<file path="config.mk">
export PLATFORM = sky130hd
export DESIGN_NAME = fp_multiplier_flat
export DESIGN_NICKNAME = d
export VERILOG_FILES = /design/src/rtl/fp_multiplier_if.sv /design/src/rtl/fp_multiplier.sv /design/src/flat_wrapper.sv
export SDC_FILE = /design/constraint.sdc
export NUM_CORES = 1
export LEC_CHECK = 0
export ABC_AREA = 1
export BUFFER_PORTS_ARGS = -buffer_cell sky130_fd_sc_hd__buf_2
export CELL_PAD_IN_SITES_DETAIL_PLACEMENT = 0
export CELL_PAD_IN_SITES_GLOBAL_PLACEMENT = 1
export CORE_AREA = 3 3 157 159
export CTS_CLUSTER_DIAMETER = 50
export DETAILED_ROUTE_END_ITERATION = 12
export DIE_AREA = 0 0 160 162
export PLACE_DENSITY_LB_ADDON = 0.1
export SETUP_SLACK_MARGIN = 0.1
export SLEW_MARGIN = 25
export SYNTH_ARGS = -nofsm -noshare
export SYNTH_HDL_FRONTEND = slang
export SYNTH_SLANG_ARGS = --single-unit
export TNS_END_PERCENT = 10
</file>
<file path="constraint.sdc">
create_clock -name clk -period 5.9 [get_ports clk]
set_input_delay 0.295 -clock clk [delete_from_list [all_inputs] [get_ports clk]]
set_output_delay 0.295 -clock clk [all_outputs]
set_load 0.01 [all_outputs]
</file>
<file path="src/rtl/fp_multiplier_if.sv">
// Start/ack/done handshake bundle for fp_multiplier.
// W must equal 1 + EXP_W + MAN_W of the attached multiplier.
interface fp_multiplier_if #(
  parameter int W = 16
) ();
  logic         start;
  logic [W-1:0] input_a;
  logic [W-1:0] input_b;
  logic         ack;
  logic         done;
  logic [W-1:0] output_z;
  logic [3:0]   flags;

  modport master (
    output start, input_a, input_b,
    input  ack, done, output_z, flags
  );

  modport slave (
    input  start, input_a, input_b,
    output ack, done, output_z, flags
  );
endinterface

</file>
<file path="src/rtl/fp_multiplier.sv">
// Six-state IEEE-754-style multiplier: round-to-nearest-even, zero/inf/NaN handling, flags.
// Define FP_MUL_DENORM_EN for gradual underflow; the default build flushes subnormals to zero.
module fp_multiplier #(
  parameter int EXP_W = 5,
  parameter int MAN_W = 10
) (
  input  logic           clk,
  input  logic           reset,
  fp_multiplier_if.slave bus
);
  localparam int W  = 1 + EXP_W + MAN_W;
  localparam int PW = 2 * MAN_W + 2;
  localparam int EW = EXP_W + 2;
  localparam int LW = $clog2(PW + 1);
  localparam logic signed [EW-1:0] BIAS = EW'((1 << (EXP_W - 1)) - 1);
  localparam logic signed [EW-1:0] EMAX = EW'((1 << EXP_W) - 1);
  localparam logic signed [EW-1:0] ONE  = EW'(1);
  localparam logic [W-1:0] QNAN = {1'b0, {EXP_W{1'b1}}, 1'b1, {(MAN_W-1){1'b0}}};

  localparam logic [2:0] S_IDLE   = 3'd0;
  localparam logic [2:0] S_UNPACK = 3'd1;
  localparam logic [2:0] S_MULT   = 3'd2;
  localparam logic [2:0] S_NORM   = 3'd3;
  localparam logic [2:0] S_ROUND  = 3'd4;
  localparam logic [2:0] S_DONE   = 3'd5;

  // {nan, inf, zero} classification of one operand
  function automatic logic [2:0] classify(input logic [W-1:0] x);
    logic [EXP_W-1:0] e;
    logic [MAN_W-1:0] f;
    e = x[W-2 -: EXP_W];
    f = x[MAN_W-1:0];
    classify[2] = (&e) & (|f);
    classify[1] = (&e) & ~(|f);
`ifdef FP_MUL_DENORM_EN
    classify[0] = ~(|e) & ~(|f);
`else
    classify[0] = ~(|e);
`endif
  endfunction

  // {effective exponent, significand}; subnormals use exponent 1 and no hidden bit
  function automatic logic [EXP_W+MAN_W:0] unpack_sig(input logic [W-1:0] x);
    if (|x[W-2 -: EXP_W]) begin
      unpack_sig = {x[W-2 -: EXP_W], 1'b1, x[MAN_W-1:0]};
    end else begin
      unpack_sig = {{(EXP_W-1){1'b0}}, 1'b1, 1'b0, x[MAN_W-1:0]};
    end
  endfunction

`ifdef FP_MUL_DENORM_EN
  function automatic logic [LW-1:0] lead_zeros(input logic [PW-1:0] v);
    lead_zeros = LW'(PW);
    for (int i = 0; i < PW; i++) begin
      if (v[i]) lead_zeros = LW'(PW - 1 - i);
    end
  endfunction
`endif

  logic [2:0]              state_q, state_d;
  logic [W-1:0]            a_q, a_d, b_q, b_d;
  logic                    sign_q, sign_d, nan_q, nan_d, inf_q, inf_d, zero_q, zero_d;
  logic [EXP_W-1:0]        ea_q, ea_d, eb_q, eb_d;
  logic [MAN_W:0]          ma_q, ma_d, mb_q, mb_d;
  logic [PW-1:0]           sig_q, sig_d;
  logic signed [EW-1:0]    exp_q, exp_d;
  logic                    sticky_q, sticky_d;
  logic [W-1:0]            res_q, res_d, z_q, z_d;
  logic [3:0]              rflags_q, rflags_d, flags_q, flags_d;
  logic                    ack_q, ack_d, done_q, done_d;
`ifdef FP_MUL_DENORM_EN
  logic                    tiny_q, tiny_d;
  logic [EW-1:0]           rsh_s;
`endif

  logic [LW-1:0]           lz_s;
  logic [PW-1:0]           shifted_s;
  logic signed [EW-1:0]    nexp_s, rexp_s;
  logic [MAN_W:0]          kept_s;
  logic [MAN_W+1:0]        mant_s;
  logic                    guard_s, rnd_s, stk_s, inexact_s;

  // Normalisation (from the raw product) and rounding (from the normalised significand)
  always_comb begin
`ifdef FP_MUL_DENORM_EN
    lz_s = lead_zeros(sig_q);
`else
    lz_s = sig_q[PW-1] ? LW'(0) : LW'(1);
`endif
    shifted_s = sig_q << lz_s;
    nexp_s    = exp_q + ONE - $signed(EW'(lz_s));
`ifdef FP_MUL_DENORM_EN
    rsh_s     = ONE - nexp_s;
`endif
    kept_s    = sig_q[PW-1 -: MAN_W+1];
    guard_s   = sig_q[PW-2-MAN_W];
    rnd_s     = sig_q[PW-3-MAN_W];
    stk_s     = (|sig_q[PW-4-MAN_W:0]) | sticky_q;
    inexact_s = guard_s | rnd_s | stk_s;
    mant_s    = {1'b0, kept_s} + {{(MAN_W+1){1'b0}}, guard_s & (rnd_s | stk_s | kept_s[0])};
    if (mant_s[MAN_W+1]) begin
      mant_s = {1'b0, mant_s[MAN_W+1:1]};
      rexp_s = exp_q + ONE;
    end
`ifdef FP_MUL_DENORM_EN
    // a subnormal that rounds up into the hidden bit becomes the smallest normal
    else if (exp_q == '0 && mant_s[MAN_W]) begin
      rexp_s = ONE;
    end
`endif
    else begin
      rexp_s = exp_q;
    end
  end

  // FSM sequencing and per-state datapath register updates
  always_comb begin
    state_d = state_q;  a_d = a_q;  b_d = b_q;
    sign_d = sign_q;  nan_d = nan_q;  inf_d = inf_q;  zero_d = zero_q;
    ea_d = ea_q;  eb_d = eb_q;  ma_d = ma_q;  mb_d = mb_q;
    sig_d = sig_q;  exp_d = exp_q;  sticky_d = sticky_q;
    res_d = res_q;  rflags_d = rflags_q;  z_d = z_q;  flags_d = flags_q;
    ack_d = 1'b0;  done_d = 1'b0;
`ifdef FP_MUL_DENORM_EN
    tiny_d = tiny_q;
`endif
    case (state_q)
      S_IDLE: begin
        if (bus.start) begin
          state_d = S_UNPACK;
          a_d     = bus.input_a;
          b_d     = bus.input_b;
          ack_d   = 1'b1;
        end else begin
          state_d = S_IDLE;
        end
      end
      S_UNPACK: begin
        state_d                 = S_MULT;
        sign_d                  = a_q[W-1] ^ b_q[W-1];
        {nan_d, inf_d, zero_d}  = classify(a_q) | classify(b_q);
        {ea_d, ma_d}            = unpack_sig(a_q);
        {eb_d, mb_d}            = unpack_sig(b_q);
      end
      S_MULT: begin
        state_d = S_NORM;
        sig_d   = PW'(ma_q) * PW'(mb_q);
        exp_d   = $signed({2'b00, ea_q}) + $signed({2'b00, eb_q}) - BIAS;
      end
      S_NORM: begin
        state_d  = S_ROUND;
        sig_d    = shifted_s;
        exp_d    = nexp_s;
        sticky_d = 1'b0;
`ifdef FP_MUL_DENORM_EN
        if (nexp_s < ONE) begin
          tiny_d = 1'b1;
          exp_d  = '0;
          if (rsh_s > EW'(PW)) begin
            sig_d    = '0;
            sticky_d = |shifted_s;
          end else begin
            sig_d    = shifted_s >> rsh_s;
            sticky_d = |(shifted_s & ~({PW{1'b1}} << rsh_s));
          end
        end else begin
          tiny_d = 1'b0;
        end
`endif
      end
      S_ROUND: begin
        state_d = S_DONE;
        if (nan_q || (inf_q && zero_q)) begin
          res_d = QNAN;  rflags_d = 4'b1000;
        end else if (inf_q) begin
          res_d = {sign_q, {EXP_W{1'b1}}, {MAN_W{1'b0}}};  rflags_d = 4'b0000;
        end else if (zero_q) begin
          res_d = {sign_q, {(W-1){1'b0}}};  rflags_d = 4'b0000;
        end else if (rexp_s >= EMAX) begin
          res_d = {sign_q, {EXP_W{1'b1}}, {MAN_W{1'b0}}};  rflags_d = 4'b0101;
        end
`ifdef FP_MUL_DENORM_EN
        else begin
          res_d    = {sign_q, rexp_s[EXP_W-1:0], mant_s[MAN_W-1:0]};
          rflags_d = {2'b00, tiny_q & inexact_s, inexact_s};
        end
`else
        else if (rexp_s < ONE) begin
          res_d = {sign_q, {(W-1){1'b0}}};  rflags_d = 4'b0011;
        end else begin
          res_d    = {sign_q, rexp_s[EXP_W-1:0], mant_s[MAN_W-1:0]};
          rflags_d = {3'b000, inexact_s};
        end
`endif
      end
      S_DONE: begin
        state_d = S_IDLE;
        done_d  = 1'b1;
        z_d     = res_q;
        flags_d = rflags_q;
      end
      default: begin
        state_d = S_IDLE;
      end
    endcase
  end

  // State and datapath registers; reset abandons any in-flight operation
  always_ff @(posedge clk or negedge reset) begin
    if (!reset) begin
      state_q <= S_IDLE;  a_q <= '0;  b_q <= '0;
      sign_q <= 1'b0;  nan_q <= 1'b0;  inf_q <= 1'b0;  zero_q <= 1'b0;
      ea_q <= '0;  eb_q <= '0;  ma_q <= '0;  mb_q <= '0;
      sig_q <= '0;  exp_q <= '0;  sticky_q <= 1'b0;
      res_q <= '0;  rflags_q <= 4'b0000;  z_q <= '0;  flags_q <= 4'b0000;
      ack_q <= 1'b0;  done_q <= 1'b0;
`ifdef FP_MUL_DENORM_EN
      tiny_q <= 1'b0;
`endif
    end else begin
      state_q <= state_d;  a_q <= a_d;  b_q <= b_d;
      sign_q <= sign_d;  nan_q <= nan_d;  inf_q <= inf_d;  zero_q <= zero_d;
      ea_q <= ea_d;  eb_q <= eb_d;  ma_q <= ma_d;  mb_q <= mb_d;
      sig_q <= sig_d;  exp_q <= exp_d;  sticky_q <= sticky_d;
      res_q <= res_d;  rflags_q <= rflags_d;  z_q <= z_d;  flags_q <= flags_d;
      ack_q <= ack_d;  done_q <= done_d;
`ifdef FP_MUL_DENORM_EN
      tiny_q <= tiny_d;
`endif
    end
  end

  assign bus.ack      = ack_q;
  assign bus.done     = done_q;
  assign bus.output_z = z_q;
  assign bus.flags    = flags_q;
endmodule

</file>
<file path="src/flat_wrapper.sv">
// flat-port wrapper written by rule: the top's interface ports become plain ports
module fp_multiplier_flat 
#(
  parameter int EXP_W = 5,
  parameter int MAN_W = 10
)
  (clk, reset, bus_start, bus_input_a, bus_input_b, bus_ack, bus_done, bus_output_z, bus_flags);
  fp_multiplier_if #(.W(16)) bus_i ();
  input  logic clk;
  input  logic reset;
  input wire logic [$bits(bus_i.start)-1:0] bus_start;
  input wire logic [$bits(bus_i.input_a)-1:0] bus_input_a;
  input wire logic [$bits(bus_i.input_b)-1:0] bus_input_b;
  output wire logic [$bits(bus_i.ack)-1:0] bus_ack;
  output wire logic [$bits(bus_i.done)-1:0] bus_done;
  output wire logic [$bits(bus_i.output_z)-1:0] bus_output_z;
  output wire logic [$bits(bus_i.flags)-1:0] bus_flags;
  assign bus_i.start = bus_start;
  assign bus_i.input_a = bus_input_a;
  assign bus_i.input_b = bus_input_b;
  assign bus_ack = bus_i.ack;
  assign bus_done = bus_i.done;
  assign bus_output_z = bus_i.output_z;
  assign bus_flags = bus_i.flags;
  fp_multiplier #(.EXP_W(EXP_W), .MAN_W(MAN_W)) u_core (.clk(clk), .reset(reset), .bus(bus_i));
endmodule
</file>
==> impl_metrics.tcl, run 1 <==
set metrics [dict create \
    status "finished clean" \
    insertion_delay_ps 430 \
    drtPass1Iterations 5 \
    met3_usage 0.0232 \
    critPathCaptureType "flip-flop" \
    nNetsFinal 1627 \
    syn_area_um2 11000 \
    synthCells 1406 \
    busiest_layer "met2" \
    overflow 0 \
    remaining_drc_errors 0 \
    h-tree-depth 4 \
    drive_gt1_frac 0.0888 \
    syn_area_per_cell_um2 7.80 \
    synth.net_count 1593 \
    viasPerCell 4.88 \
    cts.sinks 142 \
    first_iter_violations 542 \
    coreArea_um2 23400 \
    ys_seq_elements 142 \
    die_y_um 162 \
    grt_max_degree 77 \
    rsz0062_at_grt "no" \
    dpl.cell_count 1739 \
    pin_count 57 \
    synth_ff_type "dfrtp_1" \
    final_cell_mix "nand2_1 (389), inv_1 (264), dfrtp_1 (142), o21ai_0 (99), fa_1 (81)" \
    row_count 56 \
    use_met2 0.330 \
    hold_viol 0 \
    clockBufferDepth 2 \
    antenna_found_initial 0 \
    grt_pass1_wl_mm 42.6 \
    layout.cells.non_filler 1772 \
    clkTransAtPathRegs_ps 80 \
    synth_area_leaders "dfrtp_1 (32%), fa_1 (15%), nand2_1 (13%)" \
    layout_commonest_cell "nand2_1" \
    cap_violations 0 \
    place_congestion 0.853 \
    routed_wl_mm 24.8 \
    yosysUniqueCellTypes 46 \
    ys_warn_count 0 \
    postRouteAntennaNets 0 \
    post-route-period-util 0.874 \
    root_buffer "clkbuf_16" \
    fmax_mhz 194 \
    setup_tns_ps 0 \
    initial_core_util 0.468 \
    dr_total_vias 8645 \
    worst_pin_slew_ps 906 \
    hold_path_class "in -> reg" \
    yosysSeqAreaShare 0.324 \
    synth_edf_count 0 \
    final.min_clock_period_ps 5160 \
    port_buffers 56 \
    dp_hpwl_mm 19.0 \
    cp_data_required_time_ps 6200 \
    diodes 0 \
    slew_headroom 0.396 \
    synth_largest_area_cell "dfrtp_1" \
    worst-path-max-fanout 12 \
    multiInputGateArea_um2 6190 \
    regArea_um2 3550 \
    setup_viol 0 \
    grt_pass1_vias 8494 \
    drv_slew 0 \
    wire_per_inst_um 14.0 \
    design_area_um2 12100 \
    nFillCells 2363 \
    cp-start-kind "flip-flop" \
    met1_usage 0.286 \
    whs_ps 51.1 \
    die_w_um 160 \
    fp.dieArea_um2 25900 \
    dpl_cell_area_um2 11500 \
    numCtsBuffers 17 \
    cp.arrival_ps 5460 \
    ys_async_sr_fraction 1.00 \
    areaGrowthSynthToFinish_pct 10.3 \
    track_usage 0.201 \
    skew_ps 14.6 \
    critical_path_class "reg -> reg" \
    synth_top_area_share 0.324 \
    cts_tree "yes" \
]
==> stage by stage <==
step	setup slack, ps	util
2_1_floorplan	1150	-
3_5_place_dp	771	0.492
6_report	744	0.517
3_3_place_gp	804	0.492
5_1_grt	342	0.517
4_1_cts	746	0.517
==> cell type report <==
cell class | instances | share of cell area
clock buffer | 18 | 0.0363
clock inverter | 14 | 0.0114
inverter | 271 | 0.0841
multi-input combinational | 943 | 0.512
sequential | 142 | 0.294
tap | 319 | 0.0330
timing repair buffer | 65 | 0.0295
==> Yosys cell counts (12+ instances only) <==
cell type	number
nand2_1	389
inv_1	264
dfrtp_1	142
o21ai_0	99
fa_1	81
ha_1	71
nor2_1	71
a21oi_1	55
nand3_1	54
clkbuf_1	43
nand4_1	15
nor3_1	12
==> layer usage <==
| layer | wire length [µm] | vias to the layer above |
|---|---|---|
| met2 | 11300 | 138 |
| met1 | 12400 | 4049 |
| met4 | 401 | 0 |
| met3 | 688 | 23 |
| met5 | 0 | - |
| li1 | - | 4435 |
==> logic make-up (layout without fill, tap and decap cells) <==
logic type,Yosys count,in the layout,share of synthesized area
AND/OR/NAND/NOR,570,570,0.219
buffers and inverters,321,368,0.111
AO/OA/AOI/OAI,204,204,0.103
adder cells (fa/ha/maj),152,152,0.229
flip-flops,142,142,0.324
XOR/XNOR,17,17,0.0136
==> sequential cells by signal (all words and copies together), names as in the netlist, 7 cells and up <==
signal,flops
u_core.mb_q,11
u_core.sig_q,22
u_core.exp_q,7
u_core.b_q,16
u_core.bus.output_z,16
u_core.a_q,16
u_core.res_q,16
u_core.ma_q,11
==> what timing repair did <==
action,CTS,global route
gates resized for setup,0,0
endpoints found under the hold margin,75,0
hold buffers,1,0
buffers inserted,0,0
==> final timing paths <==
path / slack, ps / cells after the start / end / startpoint
max: 740 / 18 / u_core.sig_q[17] / u_core.ma_q[0]
min: 50 / 3 / u_core.b_q[15] / bus_input_b[15]
max reg2reg: 740 / 18 / u_core.sig_q[17] / u_core.ma_q[0]
min reg2reg: 460 / 2 / u_core.bus.flags[3] / u_core.bus.flags[3]
max in group asynchronous: 4040 / 3 / u_core.b_q[8] / reset
min in group asynchronous: 480 / 2 / u_core.sig_q[5] / reset
==> critical path, stage by stage (launching register included) <==
cell and delay (ps):
dfrtp_1 670, nand2_1 150, fa_1 540, fa_1 540, inv_1 50, fa_1 500
fa_1 550, inv_1 50, fa_1 530, inv_1 40, ha_1 350, a21oi_1 210
o21ai_0 100, a21oi_1 130, nand2_1 140, a21boi_0 260, nand2_1 80, nand2_1 60
o21ai_0 60
Power of run 1 is not shown: default switching activity piles up to over one toggle a cycle in this logic, so the estimate is an artifact.
==> run 2, diff against run 1 <==
--- a/config.mk
+++ b/config.mk
@@ -9,13 +9,13 @@
 export BUFFER_PORTS_ARGS = -buffer_cell sky130_fd_sc_hd__buf_2
 export CELL_PAD_IN_SITES_DETAIL_PLACEMENT = 0
 export CELL_PAD_IN_SITES_GLOBAL_PLACEMENT = 1
-export CORE_AREA = 3 3 157 159
+export CORE_AREA = 3 3 129 194
 export CTS_CLUSTER_DIAMETER = 50
 export DETAILED_ROUTE_END_ITERATION = 12
-export DIE_AREA = 0 0 160 162
+export DIE_AREA = 0 0 132 197
 export PLACE_DENSITY_LB_ADDON = 0.1
 export SETUP_SLACK_MARGIN = 0.1
-export SLEW_MARGIN = 25
+export SLEW_MARGIN = 40
 export SYNTH_ARGS = -nofsm -noshare
 export SYNTH_HDL_FRONTEND = slang
 export SYNTH_SLANG_ARGS = --single-unit
==> run 2 against run 1 <==
Net effect:
- core utilization down 0.31 points
- hold slack gained 9.2 ps
- critical path depth up 1
- cell area up 0.11%
- clock skew fell by 6.6 ps
- routed wire length is 9.4% higher
- critical path type unchanged
- highest routed layer unchanged
==> impl_metrics.tcl, run 2 (synthesized netlist as in run 1, its figures left out) <==
set metrics [dict create \
    rsz0062_at_grt "no" \
    layout_commonest_cell "nand2_1" \
    coreArea_um2 23600 \
    crit_slowest_cell "dfrtp_1" \
    critPathCaptureType "flip-flop" \
    r2r-end "u_core.sig_q[19]" \
    slew_headroom 0.527 \
    grt_pass1_vias 8998 \
    fmax_mhz 194 \
    nNetsFinal 1627 \
    cp.arrival_ps 5510 \
    first_iter_violations 314 \
    overflow 0 \
    viasPerCell 4.93 \
    cp_cell_sequence "nand2_1 -> fa_1 -> fa_1 -> inv_1 -> fa_1 -> fa_1 -> inv_1 -> fa_1 -> inv_1 -> ha_1 -> a21oi_1 -> o21ai_0 -> nand2_1 -> nand3_1 -> a21boi_0 -> nor2_1 -> nor2_1 -> nand2_1 -> a21oi_1" \
    dr_total_vias 8739 \
    cts.sinks 142 \
    worst_pin_slew_ps 706 \
    timing.hold.worst_endpoint "u_core.a_q[13]" \
    skew_ps 8.05 \
    post-place-ws_ps 764 \
    cap_violations 0 \
    remaining_drc_errors 0 \
    setup_tns_ps 0 \
    hold_viol 0 \
    clkTransAtPathRegs_ps 60 \
    grt_pass1_wl_mm 45.1 \
    drive_gt1_frac 0.0888 \
    numCtsBuffers 17 \
    dp_hpwl_mm 21.7 \
    status "finished clean" \
    post-route-period-util 0.874 \
    root_buffer "clkbuf_16" \
    final.min_clock_period_ps 5160 \
    cp_data_required_time_ps 6250 \
    antenna_found_initial 0 \
    largest-register "u_core.sig_q" \
    die_y_um 197 \
    final_cell_mix "nand2_1 (389), inv_1 (263), dfrtp_1 (142), o21ai_0 (99), fa_1 (81)" \
    largest_reg_flops 22 \
    cp-start-kind "flip-flop" \
    crit_top_cell "fa_1" \
    min_from "bus_input_a[13]" \
    track_usage 0.217 \
    worst-path-max-fanout 12 \
    nFillCells 2363 \
    clockBufferDepth 2 \
    postRouteAntennaNets 0 \
    place_congestion 0.907 \
    routed_wl_mm 27.2 \
    pin_count 57 \
    areaGrowthSynthToFinish_pct 10.5 \
    drtPass1Iterations 5 \
    post-route-util 0.514 \
    diodes 0 \
    drv_slew 0 \
    initial_core_util 0.465 \
    die_w_um 132 \
    max_stage_delay_ps 640 \
    r2r_setup_slack_ps 740 \
    worstReg2RegStart "u_core.ma_q[0]" \
    insertion_delay_ps 430 \
    hold_path_class "in -> reg" \
    wire_per_inst_um 15.3 \
    cts_tree "yes" \
    final.setup.worst_slack_ps 744 \
    critical_path_class "reg -> reg" \
    grt_max_degree 78 \
    postCtsSetupRepairBufs 0 \
    h-tree-depth 4 \
    hold_depth 3 \
    port_buffers 56 \
    row_count 69 \
    fp.dieArea_um2 26000 \
    worstRegToRegCells 19 \
    setup_viol 0 \
    whs_ps 60.3 \
]
## run 2: layout make-up
class,count,area (µm²),area share
inverter,271,1020,0.0840
clock buffer,18,429,0.0354
tap,319,399,0.0330
clock inverter,14,158,0.0130
multi-input combinational,943,6190,0.511
sequential,142,3550,0.294
timing repair buffer,65,360,0.0298
## run 2: worst max path at each step
stage,from,endpoint,slack (ps),cells past startpoint
2_1_floorplan,u_core.ma_q[0],u_core.sig_q[19],1150,20
3_3_place_gp,u_core.ma_q[8],u_core.sig_q[17],780,18
3_5_place_dp,u_core.ma_q[8],u_core.sig_q[19],760,19
4_1_cts,u_core.ma_q[8],u_core.sig_q[19],730,19
5_1_grt,u_core.ma_q[8],u_core.sig_q[21],390,20
6_report,u_core.ma_q[0],u_core.sig_q[19],740,19
## run 2: through the flow
step / cells / area (µm²)
after floorplan: 1406 / 11000
after global placement: 1739 / 11500
after detailed placement: 1739 / 11500
after CTS: 1772 / 12100
after global routing: 1772 / 12100
final: 1772 / 12100
## run 2: metal layers
layer / wire length, µm / GRT usage / up-vias
met4: 986 / 0.0891 / 0
met1: 10200 / 0.232 / 4104
met5: 0 / 0 / -
met2: 15300 / 0.426 / 145
met3: 657 / 0.0281 / 50
li1: - / - / 4440
## run 2: worst max-delay path, delay by kind of cell, from the launching register on
family | cells | cell delay, ps
flops | 1 | 640
simple gates | 6 | 560
fa+ha+maj | 6 | 3000
compound gates | 4 | 730
buf+inv | 3 | 150
## run 2: timing repair
| action | 4_1_cts | 5_1_grt |
|---|---|---|
| endpoints found under the hold margin | 76 | 0 |
| hold buffers | 1 | 0 |
| gates resized for setup | 0 | 0 |
Power of run 2 is left out for the same reason.
==> run 3, diff against run 2 <==
--- a/config.mk
+++ b/config.mk
@@ -9,10 +9,10 @@
 export BUFFER_PORTS_ARGS = -buffer_cell sky130_fd_sc_hd__buf_2
 export CELL_PAD_IN_SITES_DETAIL_PLACEMENT = 0
 export CELL_PAD_IN_SITES_GLOBAL_PLACEMENT = 1
-export CORE_AREA = 3 3 129 194
+export CORE_AREA = 3 3 135 202
 export CTS_CLUSTER_DIAMETER = 50
 export DETAILED_ROUTE_END_ITERATION = 12
-export DIE_AREA = 0 0 132 197
+export DIE_AREA = 0 0 138 205
 export PLACE_DENSITY_LB_ADDON = 0.1
 export SETUP_SLACK_MARGIN = 0.1
 export SLEW_MARGIN = 40
==> constraint.sdc (replaced) <==
create_clock -name clk -period 4.7 [get_ports clk]
set_input_delay 0.235 -clock clk [delete_from_list [all_inputs] [get_ports clk]]
set_output_delay 0.235 -clock clk [all_outputs]
set_load 0.01 [all_outputs]
==> run 3 against run 2 <==
Net effect:
- fmax rose by 9.8%
- sequential share of layout area shrank 2.4 points
- hold slack lost 46 ps
- core utilization about the same
- cell count is 6.3% higher
- global-route usage decreased by 1.3 points
- largest cell class unchanged
- first-iteration DRC count decreased by 13%
- via count is 4.7% higher
- register-to-register slack worse by 740 ps
- non-clock buffer count increased by 97
==> impl_metrics.tcl, run 3 (synthesized netlist as in run 1, its figures left out) <==
set metrics [dict create \
    layout.cells.non_filler 1883 \
    crit_slowest_cell "fa_1" \
    fmax_mhz 213 \
    clockBufferDepth 2 \
    r2r_setup_slack_ps 5 \
    coreArea_um2 25800 \
    nFillCells 2597 \
    insertion_delay_ps 430 \
    areaGrowthSynthToFinish_pct 20.8 \
    antenna_found_initial 0 \
    fp.dieArea_um2 28300 \
    port_buffers 56 \
    drtPass1Iterations 6 \
    diodes 0 \
    worst-path-max-fanout 5 \
    row_count 72 \
    place_congestion 0.877 \
    cp_data_required_time_ps 5060 \
    die_w_um 138 \
    status "finished clean" \
    h-tree-depth 4 \
    cp_cell_sequence "buf_6 -> nand2_1 -> fa_1 -> fa_1 -> inv_2 -> fa_1 -> fa_1 -> inv_1 -> fa_1 -> inv_1 -> ha_4 -> nand2_2 -> o21ai_1 -> nand2_1 -> nand3_2 -> buf_4 -> xor2_1 -> nand2_1 -> a21oi_2" \
    viasPerCell 4.86 \
    max_stage_delay_ps 540 \
    whs_ps 14.0 \
    initial_core_util 0.425 \
    crit_top_cell "fa_1" \
    grt_pass1_wl_mm 46.7 \
    cp.arrival_ps 5060 \
    skew_ps 9.50 \
    final_cell_mix "nand2_1 (380), inv_1 (262), dfrtp_1 (125), o21ai_0 (90), buf_4 (85)" \
    cap_violations 0 \
    layout_commonest_cell "nand2_1" \
    hold_viol 0 \
    grt_pass1_vias 9388 \
    crit_family "adder cells" \
    dr_total_vias 9146 \
    grt_max_degree 68 \
    remaining_drc_errors 0 \
    setup_viol 0 \
    dpl.cell_count 1822 \
    wire_per_inst_um 14.8 \
    largest-register "u_core.sig_q" \
    pin_count 57 \
    nNetsFinal 1724 \
    root_buffer "clkbuf_16" \
    drv_slew 0 \
    cts.sinks 142 \
    numCtsBuffers 17 \
    cp-start-kind "flip-flop" \
    overflow 0 \
    critPathCaptureType "flip-flop" \
    drive_gt1_frac 0.181 \
    track_usage 0.205 \
    rsz0062_at_grt "yes" \
    postRouteAntennaNets 0 \
    hold_path_class "in -> reg" \
    worst_pin_slew_ps 709 \
    routed_wl_mm 27.9 \
    post-route-period-util 0.999 \
    largest_reg_flops 22 \
    clkTransAtPathRegs_ps 70 \
    slew_headroom 0.525 \
    die_y_um 205 \
    dp_hpwl_mm 22.3 \
    first_iter_violations 273 \
    critical_path_class "reg -> reg" \
    cts_tree "yes" \
    crit_buf_inv 5 \
    final.min_clock_period_ps 4690 \
]
-- run 3: what timing repair did --
action                                 in CTS  in global routing
setup endpoints to repair                  13                 15
resized for setup                          59                 31
buffers inserted                           11                  3
hold buffers                               15                  0
pin swaps                                  20                  7
endpoints found under the hold margin      79                  0
-- run 3: worst reg2reg max path: stages (launching register included) --
cell and delay [ps]:
dfrtp_2 460, buf_6 140, nand2_1 70, fa_1 420, fa_1 530, inv_2 50, fa_1 500, fa_1 540
inv_1 50, fa_1 530, inv_1 60, ha_4 300, nand2_2 110, o21ai_1 190, nand2_1 90, nand3_2 110
buf_4 120, xor2_1 160, nand2_1 90, a21oi_2 120
-- run 3: layout make-up --
class | count | area, µm² | share of cell area
multi-input cells | 943 | 6480 | 0.490
flip-flops and latches | 142 | 3570 | 0.270
repair buffers | 162 | 1150 | 0.0869
inverters | 271 | 1020 | 0.0768
clock buffers | 17 | 425 | 0.0321
well taps | 333 | 417 | 0.0315
clock inverters | 15 | 174 | 0.0131
-- run 3: final timing paths --
check / end / cells past startpoint / from
max in group asynchronous: u_core.bus.output_z[0] / 3 / reset
hold / removal: u_core.b_q[9] / 3 / bus_input_b[9]
setup / recovery: u_core.sig_q[15] / 19 / u_core.mb_q[5]
setup reg to reg: u_core.sig_q[15] / 19 / u_core.mb_q[5]
min in group asynchronous: u_core.bus.output_z[4] / 2 / reset
hold reg to reg: u_core.bus.output_z[12] / 2 / u_core.bus.output_z[12]
-- run 3: through the flow --
step / instance area (µm²) / TNS [ps] / util / worst slack [ps]
after floorplan: 11000 / 0 / - / 73.4
after global placement: 12100 / -1710 / 0.468 / -225
after detailed placement: 12100 / -2240 / 0.468 / -321
after CTS: 13100 / 0 / 0.508 / 52.4
after global routing: 13200 / -1690 / 0.514 / -213
final: 13200 / 0 / 0.514 / 5.38
-- run 3: layer usage --
| metal | GRT usage | share of wire |
|---|---|---|
| met5 | 0 | 0 |
| met4 | 0.0823 | 0.034 |
| met3 | 0.0262 | 0.018 |
| met2 | 0.395 | 0.56 |
| met1 | 0.225 | 0.39 |
Power of run 3 is left out for the same reason.
